`src/rtl/sonic_st_ready_latency_adapter.sv`:
```
// Avalon-ST timing adapter: upstream ready latency IN_RL (0..3) to downstream ready latency 0,
// buffered by a DEPTH-entry show-ahead FIFO. Define SONIC_ST_TA_ERR_CHECK_EN for err_overrun.
module sonic_st_ready_latency_adapter #(
    parameter int unsigned DATA_W = 2,
    parameter int unsigned DEPTH  = 4,
    parameter int unsigned IN_RL  = 0
) (
    input  logic                   clk,
    input  logic                   reset_n,
    input  logic                   in_valid,
    input  logic [DATA_W-1:0]      in_data,
    output logic                   in_ready,
    output logic                   out_valid,
    output logic [DATA_W-1:0]      out_data,
    input  logic                   out_ready,
    output logic [$clog2(DEPTH):0] fill_level
`ifdef SONIC_ST_TA_ERR_CHECK_EN
    ,
    output logic                   err_overrun
`endif
);

    localparam int unsigned CNT_W  = $clog2(DEPTH) + 1;
    localparam int unsigned PTR_W  = (DEPTH > 1) ? $clog2(DEPTH) : 1;
    localparam int unsigned HIST_W = (IN_RL > 0) ? IN_RL : 1;
    localparam int unsigned SUM_W  = CNT_W + 3;

    localparam logic [CNT_W-1:0] DepthCnt = CNT_W'(DEPTH);
    localparam logic [PTR_W-1:0] PtrLast  = PTR_W'(DEPTH - 1);

    logic [CNT_W-1:0]  count_q, count_d;
    logic [PTR_W-1:0]  wr_ptr_q, wr_ptr_d;
    logic [PTR_W-1:0]  rd_ptr_q, rd_ptr_d;
    logic [HIST_W-1:0] rdy_hist_q, rdy_hist_d;
    logic [DATA_W-1:0] mem_q [DEPTH];

    logic             push;
    logic             pop;
    logic [2:0]       hist_ones;
    logic [SUM_W-1:0] credit_sum;

    // Every credit granted in the last IN_RL cycles may still land, so it reserves a slot.
    always_comb begin
        hist_ones = 3'd0;
        for (int i = 0; i < int'(HIST_W); i++) begin
            hist_ones = hist_ones + 3'(rdy_hist_q[i]);
        end
        credit_sum = SUM_W'(count_q) + SUM_W'(hist_ones) + SUM_W'(1);
        in_ready   = reset_n && (credit_sum <= SUM_W'(DEPTH));
    end

    always_comb begin
        out_valid  = (count_q != '0);
        out_data   = mem_q[rd_ptr_q];
        fill_level = count_q;
        pop        = out_valid && out_ready;
        push       = in_valid && ((count_q != DepthCnt) || pop);
    end

    always_comb begin
        count_d    = count_q;
        wr_ptr_d   = wr_ptr_q;
        rd_ptr_d   = rd_ptr_q;
        rdy_hist_d = '0;

        if (push && !pop) begin
            count_d = count_q + CNT_W'(1);
        end else if (pop && !push) begin
            count_d = count_q - CNT_W'(1);
        end

        if (push) begin
            wr_ptr_d = (wr_ptr_q == PtrLast) ? '0 : wr_ptr_q + PTR_W'(1);
        end
        if (pop) begin
            rd_ptr_d = (rd_ptr_q == PtrLast) ? '0 : rd_ptr_q + PTR_W'(1);
        end

        for (int i = int'(HIST_W) - 1; i > 0; i--) begin
            rdy_hist_d[i] = rdy_hist_q[i-1];
        end
        rdy_hist_d[0] = (IN_RL > 0) ? in_ready : 1'b0;
    end

    always_ff @(posedge clk or negedge reset_n) begin
        if (!reset_n) begin
            count_q    <= '0;
            wr_ptr_q   <= '0;
            rd_ptr_q   <= '0;
            rdy_hist_q <= '0;
        end else begin
            count_q    <= count_d;
            wr_ptr_q   <= wr_ptr_d;
            rd_ptr_q   <= rd_ptr_d;
            rdy_hist_q <= rdy_hist_d;
        end
    end

    // Payload storage needs no reset; out_data is don't-care while empty.
    always_ff @(posedge clk) begin
        if (push) begin
            mem_q[wr_ptr_q] <= in_data;
        end
    end

`ifdef SONIC_ST_TA_ERR_CHECK_EN
    logic err_overrun_q, err_overrun_d;
    logic credit;
    logic err_event;

    // Credit for this cycle's beat is in_ready as seen IN_RL cycles ago.
    always_comb begin
        credit        = (IN_RL == 0) ? in_ready : rdy_hist_q[HIST_W-1];
        err_event     = in_valid && (!push || !credit);
        err_overrun_d = err_overrun_q || err_event;
        err_overrun   = err_overrun_q;
    end

    always_ff @(posedge clk or negedge reset_n) begin
        if (!reset_n) begin
            err_overrun_q <= 1'b0;
        end else begin
            err_overrun_q <= err_overrun_d;
        end
    end

`ifndef SYNTHESIS
    always_ff @(posedge clk) begin
        if (reset_n && err_event) begin
            $display("%m: upstream protocol violation (beat without credit or dropped)");
        end
    end
`endif
`endif

endmodule

```
`config.mk`:
```
export PLATFORM = sky130hd
export DESIGN_NAME = sonic_st_ready_latency_adapter
export DESIGN_NICKNAME = d
export VERILOG_FILES = /design/src/rtl/sonic_st_ready_latency_adapter.sv
export SDC_FILE = /design/constraint.sdc
export NUM_CORES = 1
export LEC_CHECK = 0
export CORE_AREA = 2 2 49 51
export DETAILED_ROUTE_END_ITERATION = 8
export DIE_AREA = 0 0 51 53
export PLACE_DENSITY = 0.68
export SLEW_MARGIN = 10
export SYNTH_ARGS = -nofsm -noshare
export SYNTH_HDL_FRONTEND = slang
export SYNTH_SLANG_ARGS = --single-unit
```
`constraint.sdc`:
```
create_clock -name clk -period 2.5 [get_ports clk]
set_clock_uncertainty 0.15 [all_clocks]
set_input_delay 0.5 -clock clk [delete_from_list [all_inputs] [get_ports clk]]
set_output_delay 0.5 -clock clk [all_outputs]
set_load 0.01 [all_outputs]
```
### Word level (Yosys, flattened, before mapping)

Memory sizes are Yosys's and may differ from the RTL's.
Index checks and enable logic that the tools add are counted.

| storage, ports and cells | value |
|---|---|
| bits in registers | 7 |
| bits in writable memories | 8 |
| input port bits | 6 |
| output and inout port bits | 7 |
| memories | 1 |

Memory list:

| name | depth | width | read ports | clocked after memory_dff | write ports | RTL line | RTL |
|---|---|---|---|---|---|---|---|
| mem_q | 4 | 2 | 1 | 0 | 1 | 35 | `logic [DATA_W-1:0] mem_q [DEPTH];` |

| operators by class | value |
|---|---|
| $add $sub $neg | 5 |
| magnitude comparators | 1 |
| equality and inequality tests | 3 |
| mux-type cells | 6 |
| reduce and logical (&&, ||, !) cells | 10 |

Operator list:

| cell | count |
|---|---|
| $mux W3 | 2 |
| $logic_and A1 B1 Y1 | 5 |
| $add A2 B1 Y2 const B | 2 |
| $add A3 B1 Y4 const B | 1 |
| $eq A2 B2 Y1 const B | 2 |
| $le A4 B3 Y1 const B | 1 |
| $mux W2 | 2 |
| $add A3 B1 Y3 const B | 1 |
| $ne A3 B3 Y1 const B | 1 |
| $reduce_bool A3 Y1 | 1 |
| $sub A3 B1 Y3 const B | 1 |
| $logic_not A1 Y1 | 2 |
| $mux W1 | 2 |
| $reduce_bool A2 Y1 | 1 |
| $logic_or A1 B1 Y1 | 1 |

### Longest topological paths before layout

| depth | value |
|---|---|
| depth after elaboration | 8 |
| mapped depth | 8 |

### Least setup slack after synthesis

Ideal clock, no wire load.

| timing path | value |
|---|---|
| kind | register -> register |
| start point | reg count_q[0] (netlist: fill_level[0]) |
| end point | reg count_q[2] (netlist: fill_level[2]) |
| library setup time | 0.080 ns |
| arrival time | 2.019 ns |
| slack | 0.251 ns |
| cell stages (with the launch flop) | 9 |
| buffers on the path | 0 |
| clock period less this slack | 2.249 ns |
| path through | dfrtp_1 or3_1 nand2_1 ha_1 inv_1 fa_1 xor2_1 nor2_1 xnor2_1 |

| between the ends | value |
|---|---|
| longest elaborated chain between the ends | 7 |
| elaborated cells on any way between the ends | 14 |

Ends and longest elaborated chain:

| what | RTL line | RTL |
|---|---|---|
| start: declaration | 31 | `logic [CNT_W-1:0] count_q, count_d;` |
| start signal: assignment | 92 | `count_q <= count_d;` |
| $reduce_bool A3 Y1 (*) | 53 | `out_valid = (count_q != '0);` |
| net out_valid | 13 | `output logic out_valid,` |
| $logic_and A1 B1 Y1 (*) | 56 | `pop = out_valid && out_ready;` |
| $logic_or A1 B1 Y1 | 57 | `push = in_valid && ((count_q != DepthCnt) \|\| pop);` |
| $logic_and A1 B1 Y1 | 57 |  |
| $logic_not A1 Y1 | 68 | `end else if (pop && !push) begin` |
| $logic_and A1 B1 Y1 | 68 |  |
| $reduce_bool A2 Y1 (no line) | -- |  |

Mark *: on every way through the listed nets, which the timed path passes. The rest lies on a longest branch. The select of a mux whose other input is x is not followed.
A chain may end at the register's enable or synchronous reset.

### Worst setup path after layout

| timing path | value |
|---|---|
| start point | reg rd_ptr_q[0] |
| end point | out out_data[1] |

| between the ends | value |
|---|---|
| longest elaborated chain between the ends | 1 |

Ends and longest elaborated chain:

| what | RTL line | RTL |
|---|---|---|
| start: declaration | 33 | `logic [PTR_W-1:0] rd_ptr_q, rd_ptr_d;` |
| start signal: assignment | 94 | `rd_ptr_q <= rd_ptr_d;` |
| $mem_v2 Z4 W2 | -- |  |
| end: declaration | 14 | `output logic [DATA_W-1:0] out_data,` |

Every way passes these cells.

==> flow_metrics.tcl <==
set metrics [dict create \
    dr.pass1.iters 2 \
    synthFlopType "edfxtp_1" \
    critPathBufInv 1 \
    drive_gt1_share_pct 24.2 \
    row_count 17 \
    antenna_found_initial 0 \
    boundaryPins 13 \
    slew-limit-headroom_pct 84.8 \
    max_freq_ghz 0.416 \
    h-tree-depth 1 \
    drt-initial-drc-count 2 \
    post_cts_buffers 0 \
    viasPerCell 4.51 \
    wl_per_cell_um 12.2 \
    design.core.area_mm2 0.00215 \
    cts_root_buf "clkbuf_4" \
    wirelength_um 1150 \
    grt_use_total_pct 10.3 \
    setup_viol 0 \
    required_ns 1.85 \
    start_kind "flop" \
    pre_cts_slack_ns -0.0204 \
    cts_hold_buf 0 \
    numCtsBuffers 3 \
    synthesis.area_um2 736 \
    ys_seq_area_share_pct 56.5 \
    yosysWarnings 0 \
    hold_class "in -> async" \
    syn_avg_cell_area_um2 15.7 \
    status "complete, no violations" \
    crit_type "reg -> out" \
    overflow 0 \
    setup_slack_ns 0.0947 \
    cts.sinks 15 \
    synth-edff-count 8 \
    synth_top_area_share_pct 32.7 \
    synth.ff_latch_count 15 \
    syn2layout_area_growth_pct 27.9 \
    antennaDiodeCount 0 \
    cp-end-kind "primary output" \
    ys_types 17 \
    port_buffers 12 \
    vias 424 \
    ant_nets 0 \
    clk_latency_ns 0.28 \
    async_reset_ff_share_pct 46.7 \
    die_w_um 51 \
    postSynthCellCount 47 \
    ir_worst_vdd_mv 0.390 \
    crit_family "multiplexers" \
    max_stage_delay_ns 0.52 \
    dp_hpwl_um 942 \
    critical-path-slowest-cell "mux4_2" \
    dp.cells 90 \
    power.leakage_nw 0.389 \
    drv_cap 0 \
    fin_crit_ns 2.41 \
    path_cells "mux4_2 > clkdlybuf4s50_1" \
    worst-path-max-fanout 5 \
    grt_pass1_vias 453 \
    fin_crit_sh_pct 96.2 \
    start_util_pct 34.2 \
    drc 0 \
    synth_top_area_cell "edfxtp_1" \
    clk_path_buf_depth 2 \
    finalPower_w 0.00105 \
    synth_most_common_cell "edfxtp_1" \
    grt_max_degree 10 \
    cp.arrival_ns 1.76 \
    finalHoldViolations 0 \
    maxSlewViolCount 0 \
    die-height_um 53 \
    synthTopCellsByArea "edfxtp_1 33%, dfrtp_1 24%, ha_1 10%" \
    cts_tree "done" \
    synth_commonest_cells "8 x edfxtp_1, 7 x dfrtp_1, 6 x ha_1" \
    clk_pin_slew_ns 0.09 \
    fin_cells 94 \
    nets 80 \
    grt_setup_unrepaired "no" \
    worst_slew_pin_slew_ns 0.228 \
    cts_resized 0 \
    grt_pass1_wl_um 1920 \
    synth_nets 60 \
    p_per_area_mw_per_mm2 1110 \
    gp_congestion 0.728 \
    die-area_mm2 0.00270 \
]
## report_power, final
part           total [W]  internal (W)  leakage [nW]  switching (W)
Clock           0.000137     0.0000594        0.0177      0.0000771
Combinational   0.000467      0.000295         0.215       0.000172
Sequential      0.000442      0.000351         0.156      0.0000916
Total            0.00105      0.000705         0.389       0.000341
## stage by stage
stage | TNS, ns | cell area, um^2 | hold WS (ns) | utilization, %
6_report | 0 | 941 | 0.350 | 43.8
2_1_floorplan | 0 | 736 | 0.0544 | -
3_5_place_dp | -0.0204 | 913 | 0.421 | 42.5
3_3_place_gp | 0 | 913 | 0.418 | 42.5
4_1_cts | 0 | 941 | 0.349 | 43.8
5_1_grt | 0 | 941 | 0.345 | 43.8
## cells in the final DEF, fill, tap and decap left out, drive strengths merged
master	instances
and2	4
and2b	1
buf	3
clkbuf	3
clkdlybuf4s50	12
clkinv	1
dfrtp	7
edfxtp	8
fa	1
ha	6
inv	4
mux2	5
mux4	2
nand2	1
nor2	3
o41a	1
or3	1
xnor2	2
xor2	1
## flip-flops by register name, summed over array words and instances (netlist names)
name	cells
wr_ptr_q	2
fill_level	3
mem_q	8
rd_ptr_q	2
## final cells by class
class	instances	area, um^2
fill	206	1210
sequential	15	415
multi-input combinational	28	305
timing repair buffer	15	143
tap	28	35.0
clock buffer	3	22.5
inverter	4	15.0
clock inverter	1	5.00
## final timing paths
kind,end,slack [ns],cells after the start,startpoint
setup / recovery,out_data[1],0.09,2,rd_ptr_q[0]
hold / removal,fill_level[2],0.35,2,reset_n
setup reg to reg,fill_level[2],0.24,8,fill_level[0]
hold reg to reg,wr_ptr_q[1],0.44,1,wr_ptr_q[1]
max in group asynchronous,fill_level[1],1.72,2,reset_n
min in group clk,wr_ptr_q[1],0.44,1,wr_ptr_q[1]
## cells by family after synthesis
kind of cell / share of synthesized area [%]
AO/OA/AOI/OAI: 2.89
XOR/XNOR: 3.57
multiplexers: 14.8
buffers and inverters: 2.04
flip-flops: 56.5
adder cells (fa/ha/maj): 12.9
AND/OR/NAND/NOR: 7.31
## per-layer routing
metal | track usage [%] | wire length [um] | vias up
met1 | 11.0 | 496 | 211
met5 | 0 | 0 | -
li1 | - | - | 202
met4 | 6.76 | 27 | 0
met2 | 17.5 | 594 | 9
met3 | 3.39 | 29 | 2
No activity file was read; power rests on OpenSTA's default activity.
